### src/rtl/bank_wbuf_responder.sv
// Write buffer for a cache bank: channel-side fills park data per {channel, id}
// entry, and bank SRAM reads pull it out through a one-deep return register.
module bank_wbuf_responder #(
  parameter int DW       = 128,
  parameter int WB_DEPTH = 4
) (
  input  logic                            clk_i,
  input  logic                            rst_i,
  input  logic                            wb_fill_valid_i,
  output logic                            wb_fill_ready_o,
  input  logic [1:0]                      wb_fill_channel_id_i,
  input  logic [7:0]                      wb_fill_wbuffer_id_i,
  input  logic [DW-1:0]                   wb_fill_data_i,
  input  logic                            rc_wbuf_req_valid_i,
  output logic                            rc_wbuf_req_ready_o,
  input  logic [1:0]                      rc_wbuf_req_channel_id_i,
  input  logic [7:0]                      rc_wbuf_req_wbuffer_id_i,
  output logic                            rc_wbuf_rtn_valid_o,
  input  logic                            rc_wbuf_rtn_ready_i,
  output logic [DW-1:0]                   rc_wbuf_rtn_data_o,
  output logic [4*WB_DEPTH-1:0]           wb_entry_valid_o,
  output logic [$clog2(4*WB_DEPTH):0]     wb_occupancy_o
);

  // Handshakes: a transfer happens on a clk_i edge where valid and ready are
  // both 1; ready never depends on valid, and the return side holds data
  // stable while rtn_valid=1 and rtn_ready=0.

  localparam int IDX_W = $clog2(WB_DEPTH);
  localparam int NUM   = 4 * WB_DEPTH;
  localparam int EW    = IDX_W + 2;
  localparam int OCC_W = $clog2(NUM) + 1;

  logic [NUM-1:0]   entry_valid_q;
  logic [DW-1:0]    entry_data_q [NUM];
  logic [EW-1:0]    fill_idx;
  logic [EW-1:0]    req_idx;
  logic             fill_fire;
  logic             req_fire;
  logic             rtn_valid_q;
  logic [DW-1:0]    rtn_data_q;
  logic [OCC_W-1:0] occ_q;
  logic             unused_id_bits;

  assign fill_idx = {wb_fill_channel_id_i, wb_fill_wbuffer_id_i[IDX_W-1:0]};
  assign req_idx  = {rc_wbuf_req_channel_id_i, rc_wbuf_req_wbuffer_id_i[IDX_W-1:0]};
  assign unused_id_bits = ^{wb_fill_wbuffer_id_i[7:IDX_W], rc_wbuf_req_wbuffer_id_i[7:IDX_W]};

  // Readies are forced low under reset so nothing can be mistaken for a transfer.
  assign wb_fill_ready_o     = ~rst_i & ~entry_valid_q[fill_idx];
  assign rc_wbuf_req_ready_o = ~rst_i & entry_valid_q[req_idx]
                               & (~rtn_valid_q | rc_wbuf_rtn_ready_i);

  assign fill_fire = wb_fill_valid_i & wb_fill_ready_o;
  assign req_fire  = rc_wbuf_req_valid_i & rc_wbuf_req_ready_o;

  // A fill and a read can never hit the same entry in one cycle: one needs it
  // empty, the other needs it occupied.
  always_ff @(posedge clk_i or posedge rst_i) begin
    if (rst_i) begin
      entry_valid_q <= '0;
    end else begin
      if (req_fire)  entry_valid_q[req_idx]  <= 1'b0;
      if (fill_fire) entry_valid_q[fill_idx] <= 1'b1;
    end
  end

  always_ff @(posedge clk_i) begin
    if (fill_fire) entry_data_q[fill_idx] <= wb_fill_data_i;
  end

  always_ff @(posedge clk_i or posedge rst_i) begin
    if (rst_i) begin
      occ_q <= '0;
    end else begin
      case ({fill_fire, req_fire})
        2'b10:   occ_q <= occ_q + OCC_W'(1);
        2'b01:   occ_q <= occ_q - OCC_W'(1);
        default: occ_q <= occ_q;
      endcase
    end
  end

  always_ff @(posedge clk_i or posedge rst_i) begin
    if (rst_i) begin
      rtn_valid_q <= 1'b0;
      rtn_data_q  <= '0;
    end else if (req_fire) begin
      rtn_valid_q <= 1'b1;
      rtn_data_q  <= entry_data_q[req_idx];
    end else if (rc_wbuf_rtn_ready_i) begin
      rtn_valid_q <= 1'b0;
    end
  end

  assign rc_wbuf_rtn_valid_o = rtn_valid_q;
  assign rc_wbuf_rtn_data_o  = rtn_data_q;
  assign wb_entry_valid_o    = entry_valid_q;
  assign wb_occupancy_o      = occ_q;

endmodule

### config.mk
export PLATFORM = sky130hd
export DESIGN_NAME = bank_wbuf_responder
export DESIGN_NICKNAME = d
export VERILOG_FILES = /design/src/rtl/bank_wbuf_responder.sv
export SDC_FILE = /design/constraint.sdc
export NUM_CORES = 2
export LEC_CHECK = 0
export CORE_MARGIN = 1
export CORE_UTILIZATION = 52
export DETAILED_ROUTE_END_ITERATION = 16
export PLACE_DENSITY = 0.74
export SLEW_MARGIN = 20
export SYNTH_ARGS = -nofsm -noshare
export SYNTH_HDL_FRONTEND = slang
export SYNTH_SLANG_ARGS = --single-unit
### constraint.sdc
create_clock -name clk_i -period 15 [get_ports clk_i]
set_input_delay 3 -clock clk_i [delete_from_list [all_inputs] [get_ports clk_i]]
set_output_delay 3 -clock clk_i [all_outputs]
set_load 0.005 [all_outputs]
; Word level (Yosys, flattened, before mapping)
; Memory sizes are Yosys's and may differ from the RTL's. A register that Yosys moved wholly into a read port is not among the register bits.
; Index checks and enable logic that the tools add are counted.
[classes]
addsub = 2
n_lt_le_gt_ge = 4
n_eq_ne = 2
n_mux = 15
bitwise = 12
n_reduce_logical = 4
[ops]
columns = cell, n
row1 = 16-bit two-way mux, 2
row2 = 16-bit bitwise AND, 1
row3 = 16-bit NOT, 1
row4 = 16-bit OR, 1
row5 = "4-bit by 5-bit less-than comparator with 1-bit output, second input constant", 2
row6 = 5-bit case mux with 2 select lines, 1
row7 = 1-bit binary-select mux with 4-bit select, 2
row8 = 1-bit demux with 4-bit select, 2
row9 = "4-bit by 1-bit >= comparator with 1-bit output, second input constant", 2
row10 = 1-bit two-way mux, 8
row11 = "5-bit by 1-bit adder with 5-bit output, second input constant", 1
row12 = 1-bit bitwise AND, 5
row13 = "5-bit by 1-bit subtractor with 5-bit output, second input constant", 1
row14 = 2-bit nonzero test, 2
row15 = 1-bit NOT, 3
row16 = "2-bit by 1-bit equality test with 1-bit output, second input constant", 1
row17 = "2-bit equality test, second input constant", 1
row18 = 1-bit logical AND, 2
row19 = 1-bit OR, 1
[totals]
ff_bits = 22
mem_bits_rw = 2048
in_bits = 153
output_inout_bits = 152
n_memories = 1
[memory_table]
columns = name, words, word_bits, read_ports, rd_clocked_by_memory_dff, write_ports, line
row1 = entry_data_q, 16, 128, 1, 1, 1, 35  ; logic [DW-1:0] entry_data_q [NUM];

; Logic depth before layout (Yosys ltp)
[logic_depth]
ltp_word = 9
depth_mapped = 16
mapped_depth_nobuf = 12

; Worst setup path after synthesis
; Ideal clock, no wire load.
[synth_path]
path_kind = input to register
startpoint = input port rst_i
endpoint = memory entry_data_q[4][0] (enable)
setup_ps = 773
arrival_time_ps = 15922
path_slack_ps = -1695
cell_stages = 5
path_buffers = 1
path_cell_list = inv_1 > nand2_1 > or4b_2 > clkbuf_1 > nor3_1
[synth_via]
elab_chain_len = 5
[synth_lines]
columns = element, line
row1 = "start, declared", 8  ; input logic rst_i,
row2 = 1-bit NOT, 50  ; assign wb_fill_ready_o = ~rst_i & ~entry_valid_q[fill_idx];
row3 = 1-bit bitwise AND, 50
row4 = 1-bit bitwise AND, 54  ; assign fill_fire = wb_fill_valid_i & wb_fill_ready_o;
row5 = 1-bit two-way mux, 69  ; if (fill_fire) entry_data_q[fill_idx] <= wb_fill_data_i;
row6 = 1-bit two-way mux (implied by the code), 69
row7 = "end, declared", 35
; No other way between the ends.

; Worst setup path in the final report
[layout_path]
startpoint = input port rc_wbuf_req_wbuffer_id_i[0]
endpoint = output port rc_wbuf_req_ready_o
[layout_via]
elab_chain_len = 4
[layout_lines]
columns = element, line
row1 = "start, declared", 17  ; input logic [7:0] rc_wbuf_req_wbuffer_id_i,
row2 = 1-bit binary-select mux with 4-bit select, 51  ; assign rc_wbuf_req_ready_o = ~rst_i & entry_valid_q[req_idx]
row3 = 1-bit two-way mux (implied by the code), 51
row4 = 1-bit bitwise AND, 51
row5 = 1-bit bitwise AND, 52  ; & (~rtn_valid_q | rc_wbuf_rtn_ready_i);
row6 = "end, declared", 15  ; output logic rc_wbuf_req_ready_o,
; No other way between the ends. The select of a mux whose other input is x is not followed.

==> impl_metrics.json <==
{
  "status": "finished clean",
  "drt_iter0_drc": 4680,
  "ant_nets": 0,
  "finalSetupViolCount": 0,
  "cts_made_buffers": 207,
  "overflow": 0,
  "drt-pass1-iter-count": 6,
  "cts_tree": "yes",
  "syn-num-nets": 3699,
  "fmax_mhz": 106,
  "syn_inst": 3543,
  "r2r_slack_ns": 10.52,
  "syn_to_final_growth_pct": 15.3,
  "cts.repair.resized": 0,
  "peakVddDrop_mv": 0.0984,
  "drcViolationCount": 0,
  "clock-sinks": 2198,
  "hold_violations": 0,
  "worstPathArrival_ns": 6.43,
  "cap_violations": 0,
  "vias": 39100,
  "dp_slack_ns": 5.52,
  "synth_seq_cells": 2198,
  "maxSlewHeadroom": 0.232,
  "cts_max_level": 4,
  "post_cts_buffers": 0,
  "setup_slack_ns": 5.57,
  "critPathMaxFanout": 66,
  "powerDensity_nw_per_um2": 145,
  "drive_gt1_frac": 0.260,
  "die_h_um": 401,
  "required_ns": 12.00,
  "routedWlPerCell_um": 31.0,
  "grt_setup_unrepaired": "false",
  "grt.total_usage": 0.240,
  "slew_viol_final": 0,
  "cp_slowest_stage_delay_ns": 0.82,
  "fin_skew_ns": 0.0415,
  "netlist_area_um2": 82800,
  "die_w_um": 401,
  "rr_worst_depth": 5,
  "avgSynthCellArea_um2": 23.4,
  "cts.path.max_buffers": 3,
  "clk_pin_slew_worst_paths_ns": 0.07,
  "yosysSeqAreaShare": 0.788,
  "endpoint_kind": "primary output",
  "num_rows": 146,
  "io_buffers": 292,
  "whs_ns": 0.480,
  "post-route-util": 0.603,
  "mostFrequentLayoutCells": "edfxtp_1, mux4_2, clkdlybuf4s50_1, a22oi_1, clkbuf_16",
  "grt_pass1_wl_um": 279000,
  "fin_crit_sh": 0.628,
  "cp_cell_sequence": "buf_8 > buf_4 > mux2_1 > mux4_2 > mux2_2 > and3_1 > clkdlybuf4s50_1",
  "worst_pin_slew_ns": 1.15,
  "critPathBufInv": 3,
  "wl_um": 192000,
  "die_area_um2": 161000,
  "grt_pass1_vias": 40300,
  "holdCritStartpoint": "wb_occupancy_o[4]",
  "gp_congestion": 0.740,
  "hold_path_end": "wb_occupancy_o[4]",
  "nets": 4077,
  "antenna_found_initial": 27,
  "min_path_type": "reg -> reg",
  "setup_tns_ns": 0,
  "ys_warn_count": 0,
  "synth.distinct_cells": 41,
  "path_class": "in -> out",
  "hpwlAfterDp_um": 94000,
  "r2r-end": "entry_data_q[6][54]",
  "io_pins": 305,
  "clk_latency_ns": 0.83,
  "grt_max_degree": 111,
  "worst_path_max_delay_cell": "buf_4",
  "holdBufCountCts": 0,
  "crit_family": "buffers and inverters",
  "total_power_uw": 13900,
  "initial_utilization": 0.524,
  "cp-start-kind": "input port",
  "reg2reg_from": "wb_entry_valid_o[4]",
  "drt-vias-per-instance": 6.33,
  "mostFrequentLayoutCell": "edfxtp_1",
  "ctsRootBufferMaster": "clkbuf_16",
  "core_area_um2": 158000,
  "leakage_uw": 0.0308,
  "period_needed_ns": 9.43,
  "hold_depth": 1
}
## per-stage QoR
| step | instances | instance area (um^2) |
|---|---|---|
| finish | 6181 | 95500 |
| global route | 6175 | 95500 |
| CTS | 6172 | 95400 |
| detailed placement | 5784 | 88300 |
| global placement | 5783 | 88300 |
| floorplan | 3543 | 82800 |
## worst max-delay path by stage
stage               slack, ns  depth (start not counted)                  end                   startpoint
finish                   5.57                          7  rc_wbuf_req_ready_o  rc_wbuf_req_wbuffer_id_i[0]
global route             5.40                          7  rc_wbuf_req_ready_o  rc_wbuf_req_wbuffer_id_i[0]
CTS                      5.52                          7  rc_wbuf_req_ready_o  rc_wbuf_req_wbuffer_id_i[0]
detailed placement       5.52                          7  rc_wbuf_req_ready_o  rc_wbuf_req_wbuffer_id_i[0]
global placement         5.51                          7  rc_wbuf_req_ready_o  rc_wbuf_req_wbuffer_id_i[0]
floorplan                1.29                          4  entry_data_q[12][0]      wb_fill_wbuffer_id_i[0]
## per-layer routing
layer / vias up / wire (um) / global-route usage
li1: 15900 / - / -
met1: 21100 / 76900 / 0.347
met2: 1878 / 93000 / 0.380
met3: 295 / 17300 / 0.0480
met4: 22 / 4140 / 0.0610
met5: - / 143 / 0
## layout make-up
cell class,instances,area [um^2]
flip-flops and latches,2198,65300
fillers,10600,62700
multi-input cells,1149,16800
clock buffers,261,5580
repair buffers,363,3610
well taps,2072,2590
clock inverters,127,1570
diodes,9,22.5
inverters,2,15.0
## synth_stat cells
master	count	area [um^2]
a22oi_1	258	1940
and2_4	1	8.76
nand2b_1	9	56.3
clkbuf_1	120	450
buf_6	12	135
nor3_1	4	20.0
mux2_2	31	349
nand4b_1	1	8.76
a2bb2oi_1	1	8.76
xor2_1	2	17.5
inv_1	2	7.51
and3_1	2	12.5
nor2b_1	8	50.1
nor2_1	18	67.6
dfrtp_1	150	3750
nand3b_1	2	15.0
mux2_1	3	33.8
nand2_1	131	492
nand3_1	5	25.0
or4_1	1	7.51
a21oi_1	1	5.00
ha_1	3	37.5
and4_1	1	8.76
mux2_4	100	1500
buf_2	53	265
a21o_1	12	90.1
or4b_2	2	20.0
mux2i_1	3	30.0
xnor2_1	4	35.0
nand4_1	9	56.3
nor4b_1	1	8.76
and4b_1	1	10.0
and2_1	2	12.5
o21ai_0	11	55.1
mux4_2	518	11700
o31a_1	1	8.76
a2111oi_0	1	8.76
edfxtp_1	2048	61500
o31ai_1	1	7.51
buf_1	9	33.8
a31oi_1	1	6.26
## kinds of logic after synthesis
logic type               share of synthesized area
AO/OA/AOI/OAI                               0.0257
XOR/XNOR                                  0.000634
adder cells (fa/ha/maj)                   0.000453
buffers and inverters                       0.0108
flip-flops                                   0.788
multiplexers                                 0.164
AND/OR/NAND/NOR                             0.0106
## power breakdown
group / switching [uW] / total [uW] / internal, uW
clock network: 2240 / 5440 / 3200
logic: 525 / 1280 / 757
registers: 207 / 7150 / 6940
total: 2970 / 13900 / 10900
## registers in the layout, indices dropped and copies added, names as in the netlist
signal	count
wb_occupancy_o	5
rc_wbuf_rtn_data_o	128
rc_wbuf_rtn_valid_o	1
wb_entry_valid_o	16
entry_data_q	2048
Note: power is estimated with default switching activity, not from simulation.
